### src/rtl/muldiv_pkg.sv
// Shared constants, state encoding and two's-complement helpers for the MIPS
// multiply/divide unit.
package muldiv_pkg;

    localparam int DEF_DATA_W = 32;
    localparam int DEF_PROD_W = 2 * DEF_DATA_W;

    localparam logic [2:0] OP_MULT  = 3'b000;
    localparam logic [2:0] OP_MULTU = 3'b001;
    localparam logic [2:0] OP_DIV   = 3'b010;
    localparam logic [2:0] OP_DIVU  = 3'b011;
    localparam logic [2:0] OP_MTHI  = 3'b100;
    localparam logic [2:0] OP_MTLO  = 3'b101;

    typedef enum logic [1:0] {
        ST_IDLE = 2'd0,
        ST_MUL  = 2'd1,
        ST_DIV  = 2'd2,
        ST_FIX  = 2'd3
    } state_e;

    // Conditional two's-complement negation: magnitude extraction and sign fix-up.
    function automatic logic [DEF_DATA_W-1:0] cond_neg_w(input logic [DEF_DATA_W-1:0] v,
                                                         input logic en);
        return en ? -v : v;
    endfunction

    function automatic logic [DEF_PROD_W-1:0] cond_neg_p(input logic [DEF_PROD_W-1:0] v,
                                                         input logic en);
        return en ? -v : v;
    endfunction

endpackage

### src/rtl/muldiv_unit.sv
// Iterative MIPS multiply/divide with architectural HI/LO; one bit per cycle,
// DATA_W iterations plus one sign-fix cycle, new HI/LO and done two cycles later.
module muldiv_unit
    import muldiv_pkg::*;
#(
    parameter int DATA_W = DEF_DATA_W
) (
    input  logic              clk,
    input  logic              rst,
    input  logic              start,
    input  logic [2:0]        op,
    input  logic [DATA_W-1:0] rs_data,
    input  logic [DATA_W-1:0] rt_data,
    output logic              busy,
    output logic              done,
    output logic [DATA_W-1:0] hi,
    output logic [DATA_W-1:0] lo
);

    localparam int PROD_W = 2 * DATA_W;
    localparam int CNT_W  = $clog2(DATA_W);

    state_e            state_q, state_d;
    logic [CNT_W-1:0]  cnt_q, cnt_d;
    logic [PROD_W-1:0] acc_q, acc_d;
    logic [DATA_W-1:0] opnd_q, opnd_d;
    logic [DATA_W-1:0] rs_raw_q, rs_raw_d;
    logic [DATA_W-1:0] hi_q, hi_d;
    logic [DATA_W-1:0] lo_q, lo_d;
    logic              neg_res_q, neg_res_d;
    logic              neg_rem_q, neg_rem_d;
    logic              div0_q, div0_d;
    logic              is_div_q, is_div_d;
    logic              done_q, done_d;

    logic              op_signed;
    logic              sign_diff;
    logic [DATA_W-1:0] rs_mag, rt_mag;

    assign op_signed = (op == OP_MULT) || (op == OP_DIV);
    assign rs_mag    = cond_neg_w(rs_data, op_signed & rs_data[DATA_W-1]);
    assign rt_mag    = cond_neg_w(rt_data, op_signed & rt_data[DATA_W-1]);
    assign sign_diff = op_signed & (rs_data[DATA_W-1] ^ rt_data[DATA_W-1]);

    // Multiply: upper half accumulates, lower half holds the unconsumed multiplier bits.
    logic [DATA_W:0]   mul_sum;
    logic [PROD_W-1:0] mul_next;

    assign mul_sum  = {1'b0, acc_q[PROD_W-1:DATA_W]} + {1'b0, (acc_q[0] ? opnd_q : '0)};
    assign mul_next = {mul_sum, acc_q[DATA_W-1:1]};

    // Divide: upper half is the partial remainder, lower half shifts dividend out
    // and quotient in. Since remainder < 2*divisor, the borrow bit alone decides.
    logic [DATA_W:0]   div_shift, div_sub;
    logic              div_ge;
    logic [PROD_W-1:0] div_next;

    assign div_shift = {acc_q[PROD_W-1:DATA_W], acc_q[DATA_W-1]};
    assign div_sub   = div_shift - {1'b0, opnd_q};
    assign div_ge    = ~div_sub[DATA_W];
    assign div_next  = {(div_ge ? div_sub[DATA_W-1:0] : div_shift[DATA_W-1:0]),
                        acc_q[DATA_W-2:0], div_ge};

    logic [PROD_W-1:0] prod_fix;
    logic [DATA_W-1:0] quo_fix, rem_fix;

    assign prod_fix = cond_neg_p(acc_q, neg_res_q);
    assign quo_fix  = cond_neg_w(acc_q[DATA_W-1:0], neg_res_q);
    assign rem_fix  = cond_neg_w(acc_q[PROD_W-1:DATA_W], neg_rem_q);

    always_ff @(posedge clk) begin
        if (rst) begin
            state_q   <= ST_IDLE;
            cnt_q     <= '0;
            acc_q     <= '0;
            opnd_q    <= '0;
            rs_raw_q  <= '0;
            hi_q      <= '0;
            lo_q      <= '0;
            neg_res_q <= 1'b0;
            neg_rem_q <= 1'b0;
            div0_q    <= 1'b0;
            is_div_q  <= 1'b0;
            done_q    <= 1'b0;
        end else begin
            state_q   <= state_d;
            cnt_q     <= cnt_d;
            acc_q     <= acc_d;
            opnd_q    <= opnd_d;
            rs_raw_q  <= rs_raw_d;
            hi_q      <= hi_d;
            lo_q      <= lo_d;
            neg_res_q <= neg_res_d;
            neg_rem_q <= neg_rem_d;
            div0_q    <= div0_d;
            is_div_q  <= is_div_d;
            done_q    <= done_d;
        end
    end

    always_comb begin
        state_d   = state_q;
        cnt_d     = cnt_q;
        acc_d     = acc_q;
        opnd_d    = opnd_q;
        rs_raw_d  = rs_raw_q;
        hi_d      = hi_q;
        lo_d      = lo_q;
        neg_res_d = neg_res_q;
        neg_rem_d = neg_rem_q;
        div0_d    = div0_q;
        is_div_d  = is_div_q;
        done_d    = 1'b0;

        unique case (state_q)
            ST_IDLE: begin
                if (start) begin
                    case (op)
                        OP_MULT, OP_MULTU: begin
                            acc_d     = {{DATA_W{1'b0}}, rt_mag};
                            opnd_d    = rs_mag;
                            neg_res_d = sign_diff;
                            is_div_d  = 1'b0;
                            cnt_d     = CNT_W'(DATA_W - 1);
                            state_d   = ST_MUL;
                        end
                        OP_DIV, OP_DIVU: begin
                            acc_d     = {{DATA_W{1'b0}}, rs_mag};
                            opnd_d    = rt_mag;
                            rs_raw_d  = rs_data;
                            neg_res_d = sign_diff;
                            neg_rem_d = op_signed & rs_data[DATA_W-1];
                            div0_d    = (rt_data == '0);
                            is_div_d  = 1'b1;
                            cnt_d     = CNT_W'(DATA_W - 1);
                            state_d   = ST_DIV;
                        end
                        OP_MTHI: hi_d = rs_data;
                        OP_MTLO: lo_d = rs_data;
                        default: ;
                    endcase
                end
            end
            ST_MUL: begin
                acc_d = mul_next;
                if (cnt_q == '0) begin
                    state_d = ST_FIX;
                end else begin
                    cnt_d = cnt_q - CNT_W'(1);
                end
            end
            ST_DIV: begin
                acc_d = div_next;
                if (cnt_q == '0) begin
                    state_d = ST_FIX;
                end else begin
                    cnt_d = cnt_q - CNT_W'(1);
                end
            end
            ST_FIX: begin
                if (!is_div_q) begin
                    hi_d = prod_fix[PROD_W-1:DATA_W];
                    lo_d = prod_fix[DATA_W-1:0];
                end else if (div0_q) begin
                    hi_d = rs_raw_q;
                    lo_d = '1;
                end else begin
                    hi_d = rem_fix;
                    lo_d = quo_fix;
                end
                done_d  = 1'b1;
                state_d = ST_IDLE;
            end
            default: state_d = ST_IDLE;
        endcase
    end

    assign busy = (state_q != ST_IDLE);
    assign done = done_q;
    assign hi   = hi_q;
    assign lo   = lo_q;

endmodule
### config.mk
export PLATFORM = sky130hd
export DESIGN_NAME = muldiv_unit
export DESIGN_NICKNAME = d
export VERILOG_FILES = /design/src/rtl/muldiv_pkg.sv /design/src/rtl/muldiv_unit.sv
export SDC_FILE = /design/constraint.sdc
export NUM_CORES = 1
export LEC_CHECK = 0
export ABC_CLOCK_PERIOD_IN_PS = 4600
export CAP_MARGIN = 20
export CORE_MARGIN = 4
export CORE_UTILIZATION = 50
export DETAILED_ROUTE_END_ITERATION = 7
export PLACE_DENSITY = 0.7
export SLEW_MARGIN = 10
export SYNTH_ARGS = -nofsm -noshare
export SYNTH_HDL_FRONTEND = slang
export SYNTH_SLANG_ARGS = --single-unit
### constraint.sdc
create_clock -name clk -period 4.6 [get_ports clk]
set_input_delay 0.92 -clock clk [delete_from_list [all_inputs] [get_ports clk]]
set_output_delay 0.92 -clock clk [all_outputs]
set_load 0.01 [all_outputs]
* After elaboration in Yosys (flattened, before gate mapping)
Index checks and enable logic that the tools add are counted.
** Word-level totals
- Bits in latches :: 0
- Bits in read-only memories :: 0
- Bits in writable memories :: 0
- Memories kept :: 0
- Logic and storage cells :: 93
- Output and inout bits :: 66
- Register bits :: 204
** Operators by class
- Div/mod/pow operators :: 0
- Muxes and demuxes :: 31
- Multiply operators :: 0
- Magnitude comparators :: 0
- Bitwise gates (word level) :: 5
- Shift-type cells :: 0
- Reduce and logical (&&, ||, !) cells :: 22
- Eq/ne operators :: 15
- Add/subtract/negate cells :: 8
** Operator list (count)
- $mux 32 :: 14
- $pmux 32 s2 :: 3
- $pmux 64 s3 :: 1
- $mux 64 :: 2
- $neg 32->32 :: 4
- $pmux 64 s2 :: 1
- $neg 64->64 :: 1
- $add 32x32->33 :: 1
- $sub 33x32->33 :: 1
- $logic_not 32->1 :: 1
- $reduce_and 3->1 :: 7
- $mux 5 :: 3
- $pmux 5 s2 :: 1
- $reduce_bool 2->1 :: 4
- $eq 3x2->1 const B :: 2
- $eq 3x3->1 const B :: 2
- $ne 2x1->1 const B :: 3
- $ne 2x2->1 const B :: 3
- $pmux 2 s3 :: 1
- $reduce_or 2->1 :: 3
- $logic_not 5->1 :: 1
- $sub 5x1->5 const B :: 1
- $eq 2x2->1 const B :: 2
- $mux 2 :: 2
- other kinds (15) :: 17

* Depth between registers and ports, before layout
Gate-level depths: netlist (run 1).
- Depth in word-level cells :: 7
- Depth in mapped cells :: 14
- Depth with buffers taken out :: 13

* Worst setup path before layout (run 1)
OpenSTA, ideal clock, no wires.
- Path type :: input to register
- Start point :: in rs_data[3]
- End point :: reg opnd_q[31]
- Arrival time :: 3.338 ns
- Path slack :: 1.177 ns
- Cell stages on the path :: 9
- Cell sequence :: clkbuf_1 or4_1 nor4b_2 and4_1 buf_2 or4b_1 a21boi_1 a211oi_1 a211oi_1
** Between the ends
- Word-level cells in the longest chain between the ends :: 3
** Ends and longest elaborated chain
- start, declared :: RTL line muldiv_unit.sv:12 : input logic [DATA_W-1:0] rs_data,
- $neg 32->32 :: RTL line muldiv_pkg.sv:25 : return en ? -v : v;
- $mux 32 :: RTL line muldiv_pkg.sv:25
- $pmux 32 s2 :: RTL line muldiv_unit.sv:118 : case (op)
- end signal, assigned :: RTL line muldiv_unit.sv:89 : opnd_q <= opnd_d;
- end, declared :: RTL line muldiv_unit.sv:26 : logic [DATA_W-1:0] opnd_q, opnd_d;
No other way between the ends.
A chain may end at the register's enable or synchronous reset.

* Worst setup path in the final report (run 1)
- Start point :: reg acc_q[32]
- End point :: reg acc_q[54]
** Between the ends
- Word-level cells in the longest chain between the ends :: 3
- Elaborated cells on any way between the ends :: 4
- Classes of those cells :: add/sub: 2; mux: 2
** Ends and longest elaborated chain
- start, declared :: RTL line muldiv_unit.sv:25 : logic [PROD_W-1:0] acc_q, acc_d;
- start signal, assigned :: RTL line muldiv_unit.sv:75 : acc_q <= '0;
- start signal, assigned :: RTL line muldiv_unit.sv:88 : acc_q <= acc_d;
- $sub 33x32->33 :: RTL line muldiv_unit.sv:59 : assign div_sub = div_shift - {1'b0, opnd_q};
- $mux 32 :: RTL line muldiv_unit.sv:61 : assign div_next = {(div_ge ? div_sub[DATA_W-1:0] : div_shift[DATA_W-1:0]),
- $pmux 64 s3 * :: RTL line muldiv_unit.sv:115 : unique case (state_q)
Every way passes the cells marked *; elsewhere a longest branch is shown, timed or not.

==> results.ini, run 1 <==
[finish]
fin_nets = 2553
stdcell_count = 2868
area_growth_pct = 15.99
drive_gt1_share_pct = 6.760
diodes = 0
fin_util_pct = 59.31

[floorplan]
die_x_um = 191.1
boundaryPins = 136
core_area_um2 = 32780
rows = 66
initial_core_util_pct = 51.13
die_area_um2 = 36520
die_h_um = 191.1

[setup_path]
path_buf_inv = 1
path_cells = inv_1 -> fa_1 -> nor2b_1 -> o31ai_1 -> a211o_1 -> a21oi_1 -> or4_1 -> nand3_1 -> mux2_2 -> a22oi_1 -> o21ai_0
path_max_fanout = 12
slowest_delay_ps = 620
end_kind = register
crit_family = compound AO/OA/AOI/OAI gates
required_ps = 5020
crit_slowest_cell = dfxtp_1
arrival_ps = 4330
path_class = register to register
start_kind = register

[grt]
grtUsageTotal_pct = 34.77
first_global_vias = 17160
grt_pass1_wl_um = 100000
grt_max_degree = 175
antenna_found_initial = 0
overflow = 0

[logic_synthesis]
ys_top_cells_by_area = dfxtp_1, a21oi_1, nand2_1
yosysMostFrequentCell = nand2_1
synth_edf_count = 0
ys_ff_latch = 204
synth_flop_cell = dfxtp_1
synth_area_um2 = 16760
ys_seq_area_share_pct = 24.36
yosys.area.top_type = dfxtp_1
async_flop_share_pct = 0
synth_top_area_share_pct = 24.36
yosysWarnings = 0
synth_cell_types = 80
synthCells = 2360
synthTopCellsByCount = nand2_1, a21oi_1, nor2_1
synth.avg_cell_area_um2 = 7.103
synth_nets = 2506

[power_and_ir_drop]
total_power_mw = 7.913
p_leak_nw = 7.416
max-vdd-ir-drop_mv = 0.4535
p_per_area_nw_per_um2 = 406.9

[cts]
post_cts_resized = 0
htree_num_levels = 1
cts.clk_slew.worst_paths_ps = 70
numCtsBuffers = 26
cts_tree = built
ctsHoldBuffers = 0
clock_tree.root_cell = clkbuf_16
cts_max_path_buffers = 3
cts_setup_buffers = 0
clock_latency_ps = 570
clock-sinks = 204

[timing]
hold_violations = 0
worst_clock_skew_ps = 25.97
fmax_mhz = 256.2
rsz0062_at_grt = no
setup_viol = 0
drv_slew = 0
finalSetupTns_ps = 0
worst_pin_slew_ps = 987.4
min_period_ps = 3903
timing.final.crit_share_pct = 84.85
slew_headroom_pct = 33.25

[run]
drv_cap = 0

[route]
routedWlPerCell_um = 22.98
drt_first_pass_iters = 6
drc = 0
final_antenna_net_count = 0
routed-via-count = 18450
wirelength_um = 65910
post_drt_via_cell_ratio = 6.434
initialDrtViolationCount = 2000

[placement]
numPortBuffers = 135
gp_congestion = 1.009
dpl.hpwl_um = 49130
place_inst = 2820

[hold_path]
min_path_type = register to register

[status]
outcome = complete, no violations

[sequential cells by signal, indices dropped and copies added (netlist names)]
name       cells
done           1
acc_q         64
opnd_q        32
lo            32
rs_raw_q      32
cnt_q          5
is_div_q       1
state_q        2
neg_rem_q      1
neg_res_q      1
hi            32
div0_q         1
[metal layers]
layer | global-route usage [%] | share of wire (%)
met1 | 45.16 | 40
met2 | 55.39 | 45
met3 | 7.177 | 9.2
met4 | 16.44 | 5.8
met5 | 0 | 0
[report_power, final]
| group | total [mW] | internal [mW] | switching (mW) | leakage, nW |
|---|---|---|---|---|
| clock network | 2.16 | 1.29 | 0.863 | 0.426 |
| registers | 2.42 | 2.03 | 0.395 | 1.66 |
| logic | 3.34 | 1.25 | 2.09 | 5.33 |
| total | 7.91 | 4.57 | 3.34 | 7.42 |
[logic make-up after synthesis]
family,share of synthesized area [%]
AOI/OAI and AO/OA,29.59
xor gates and xnor gates,9.875
adders and majority gates,5.762
buffers and inverters,6.285
DFF,24.36
muxes,1.955
and+or+nand+nor,22.17
[path summary, 6_finish.rpt]
check | from | endpoint | slack [ps] | cells after the start
hold / removal | hi[25]$_SDFFE_PP0P_ | hi[25]$_SDFFE_PP0P_ | 430 | 2
hold reg to reg | hi[25]$_SDFFE_PP0P_ | hi[25]$_SDFFE_PP0P_ | 430 | 2
setup reg to reg | acc_q[32]$_SDFFE_PP0P_ | acc_q[54]$_SDFFE_PP0P_ | 700 | 11
setup / recovery | acc_q[32]$_SDFFE_PP0P_ | acc_q[54]$_SDFFE_PP0P_ | 700 | 11
[cells in the final DEF, fill, tap and decap left out, drive strengths merged, types with 28 or more instances in the layout]
cell,count
a211oi,53
a21o,28
a21oi,263
a22oi,35
buf,80
clkbuf,38
clkdlybuf4s50,134
dfxtp,204
ha,74
inv,79
nand2,325
nand3,50
nor2,219
nor3,54
o211ai,43
o21ai,142
o221ai,32
xnor2,117
xor2,72
[final cells by class]
cell class	instances	area, um2
Timing Repair Buffer	215	1972
Clock buffer	37	743.2
Fill cell	3125	13340
Multi-Input combinational cell	1882	11660
Clock inverter	10	141.4
Sequential cell	204	4084
Tap cell	442	553.0
Inverter	78	292.8
[worst min-delay path: stages (launching register included)]
cell,delay (ps)
dfxtp_1,310
nand2_1,50
nand2_1,40
[stage by stage]
step                area [um2]  hold WS [ps]  setup WS, ps
global route             19440         472.0         503.3
finish                   19440         433.3         696.7
detailed placement       18560         428.1         472.3
global placement         18560         435.5         481.7
floorplan                16760         431.1          1177
CTS                      19440         436.6         797.9
Note: power is estimated with default switching activity, not from simulation.
==> run 2: changes to the inputs <==
--- a/config.mk
+++ b/config.mk
@@ -5,7 +5,7 @@
 export SDC_FILE = /design/constraint.sdc
 export NUM_CORES = 1
 export LEC_CHECK = 0
-export ABC_CLOCK_PERIOD_IN_PS = 4600
+export ABC_CLOCK_PERIOD_IN_PS = 4000
 export CAP_MARGIN = 20
 export CORE_MARGIN = 4
 export CORE_UTILIZATION = 50
==> constraint.sdc (replaced) <==
create_clock -name clk -period 4 [get_ports clk]
set_input_delay 0.8 -clock clk [delete_from_list [all_inputs] [get_ports clk]]
set_output_delay 0.8 -clock clk [all_outputs]
set_load 0.01 [all_outputs]
==> run 2 against run 1 <==
  * Routed wire length rose by 2.9%
  * Sequential share of layout area fell by 0.47 points
  * Register-to-register slack got worse by 360 ps
  * Non-clock buffer count rose by 64
  * Critical path depth rose by 3
  * Global-route usage rose by 1.1 points
  * Clock power rose by 12%
  * Sequential power rose by 10%
  * Via count rose by 1.6%
  * Count of clock-buffer cells in the layout fell by 4
  * Worst hold slack improved by 16 ps
  * Cell count rose by 2.2%
  * Largest power group unchanged
==> results.ini, run 2 (synthesis results as in run 1) <==
[floorplan]
initial_core_util_pct = 51.13  ; unchanged
rows = 66  ; unchanged
die_x_um = 191.1  ; unchanged
core_area_um2 = 32780  ; unchanged
die_h_um = 191.1  ; unchanged
boundaryPins = 136  ; unchanged
die_area_um2 = 36520  ; unchanged

[setup_path]
rr_startpoint = acc_q[0]$_SDFFE_PP0P_
ff2ff_setup_slack_ps = 330  ; -360 ps
path_class = register to register
path_max_fanout = 29  ; +17
arrival_ps = 4090  ; -240 ps
start_kind = register
worstRegToRegCells = 14  ; +3
r2r_end = acc_q[59]$_SDFFE_PP0P_
end_kind = register
required_ps = 4420  ; -600 ps

[cts]
cts_tree = built
clock_latency_ps = 570  ; about the same
clock-sinks = 204  ; unchanged
ctsHoldBuffers = 0  ; unchanged
cts.clk_slew.worst_paths_ps = 60  ; about the same
numCtsBuffers = 25  ; -3.8%
cts_setup_buffers = 0  ; unchanged
post_cts_resized = 0  ; unchanged
clock_tree.root_cell = clkbuf_16
htree_num_levels = 1  ; unchanged
cts_max_path_buffers = 3  ; unchanged

[hold_path]
whs_endpoint = hi[25]$_SDFFE_PP0P_
min-delay-start = hi[25]$_SDFFE_PP0P_
min_path_type = register to register
min_path_cells = 2  ; unchanged

[route]
drt_first_pass_iters = 6  ; unchanged
drc = 0  ; unchanged
wirelength_um = 67810  ; +2.9%
post_drt_via_cell_ratio = 6.399  ; -0.56%
final_antenna_net_count = 0  ; unchanged
routed-via-count = 18750  ; +1.6%
initialDrtViolationCount = 1841  ; -8.0%
routedWlPerCell_um = 23.14  ; +0.72%

[timing]
hold_violations = 0  ; unchanged
rsz0062_at_grt = no
timing.final.crit_share_pct = 91.70  ; +6.8 points
drv_slew = 0  ; unchanged
fmax_mhz = 272.6  ; +6.4%
worst_pin_slew_ps = 1023  ; +35.48 ps
slew_headroom_pct = 31.56  ; -1.7 points
layout_setup_ws_ps = 332.0  ; -364.7 ps
min_period_ps = 3668  ; -235.3 ps
setup_viol = 0  ; unchanged
worst_clock_skew_ps = 22.63  ; -3.345 ps
finalSetupTns_ps = 0  ; unchanged

[power_and_ir_drop]
p_clk_share_pct = 26.0  ; -1.2 points
power_switching_share_pct = 42.36  ; +0.099 points
combPwrFrac_pct = 45.1  ; +2.9 points
max-vdd-ir-drop_mv = 0.4755  ; +4.9%
switchingPower_mw = 3.922  ; +17%
intPower_mw = 5.338  ; +17%
p_leak_nw = 7.719  ; +4.1%
p_per_area_nw_per_um2 = 465.6  ; +14%
pwr-share-seq_pct = 28.9  ; -1.7 points

[finish]
top_register = acc_q
largest_reg_flops = 64  ; unchanged
drive_gt1_share_pct = 9.047  ; +2.3 points
fin_nets = 2616  ; +2.5%
most-common-layout-cells = nand2_1, a21oi_1, nor2_1, dfxtp_1, buf_4
mostFrequentLayoutCell = nand2_1
area_growth_pct = 18.63

[grt]
grt_pass1_wl_um = 103300  ; +3.3%
first_global_vias = 17960  ; +4.7%
antenna_found_initial = 1  ; +1
grt_max_degree = 80  ; -54%
overflow = 0  ; unchanged
grtUsageTotal_pct = 35.90  ; +1.1 points

[run]
drv_cap = 0  ; unchanged

[placement]
dpl.hpwl_um = 51340  ; +4.5%
gp_congestion = 1.006  ; -0.27%
dpl_worst_slack_ps = 67.53  ; -404.8 ps
numPortBuffers = 135  ; unchanged

[status]
outcome = complete, no violations

-- run 2: cell types whose count changed in the layout (fill, tap and decap cells not counted), moves of 2 or more --
cell / delta
clkinv_2: +2
clkbuf_8: -2
buf_4: +65
clkbuf_16: -2
clkinv_4: -2
-- run 2: worst max-delay path by stage --
| stage | from | endpoint | slack [ps] | cells past startpoint |
|---|---|---|---|---|
| after global placement | rs_data[17] | acc_q[28]$_SDFFE_PP0P_ | 210 | 10 |
| after global routing | acc_q[0]$_SDFFE_PP0P_ | acc_q[59]$_SDFFE_PP0P_ | 100 | 13 |
| after CTS | acc_q[0]$_SDFFE_PP0P_ | acc_q[59]$_SDFFE_PP0P_ | 370 | 13 |
| after detailed placement | rs_data[17] | acc_q[28]$_SDFFE_PP0P_ | 70 | 10 |
| final | acc_q[0]$_SDFFE_PP0P_ | acc_q[59]$_SDFFE_PP0P_ | 330 | 14 |
| after floorplan | acc_q[0]$_SDFFE_PP0P_ | acc_q[59]$_SDFFE_PP0P_ | 630 | 13 |
-- run 2: power groups by stage --
stage	logic (mW)	registers (mW)	clock network, mW
after floorplan	2.70	2.59	0
after global placement	4.02	2.69	0
after detailed placement	4.05	2.70	0
after CTS	4.08	2.66	2.42
after global routing	4.52	2.70	2.49
final	4.18	2.67	2.41
-- run 2: layout make-up --
class                   count  area, um2
fillers                  3126      12900
multi-input cells        1882      11660
flip-flops and latches    204       4084
repair buffers            279       2455
clock buffers              33      665.6
well taps                 442      553.0
inverters                  78      292.8
clock inverters            11      175.2
diodes                      1      2.502
-- run 2: stage by stage --
stage / util (%) / hold WS [ps] / power (mW) / area [um2] / instances
6_report: 60.66 / 449.7 / 9.260 / 19890 / 2930
5_1_grt: 60.65 / 472.0 / 9.704 / 19880 / 2929
4_1_cts: 60.65 / 451.7 / 9.160 / 19880 / 2929
3_5_place_dp: 58.09 / 443.6 / 6.757 / 19040 / 2885
3_3_place_gp: 58.09 / 438.7 / 6.715 / 19040 / 2885
2_1_floorplan: - / 431.1 / 5.288 / 16760 / 2360
-- run 2: worst max-delay path, cell delays in order (launching register included) --
cell and delay (ps):
dfxtp_1 350, inv_1 240, buf_12 240, nor2_1 70, ha_1 230, a21o_1 180, or3_1 310, o21a_1 230
o31a_1 300, a41oi_1 230, buf_4 180, o21ai_0 190, a311oi_1 400, mux2i_1 250, o211ai_1 110
-- run 2: per-layer routing --
layer	up-vias	routed length (um)	global-route usage, %
met5	-	0	0
met4	0	4670	19.86
met3	250	6678	7.542
met2	1009	30200	57.32
met1	8791	26260	45.26
li1	8698	-	-
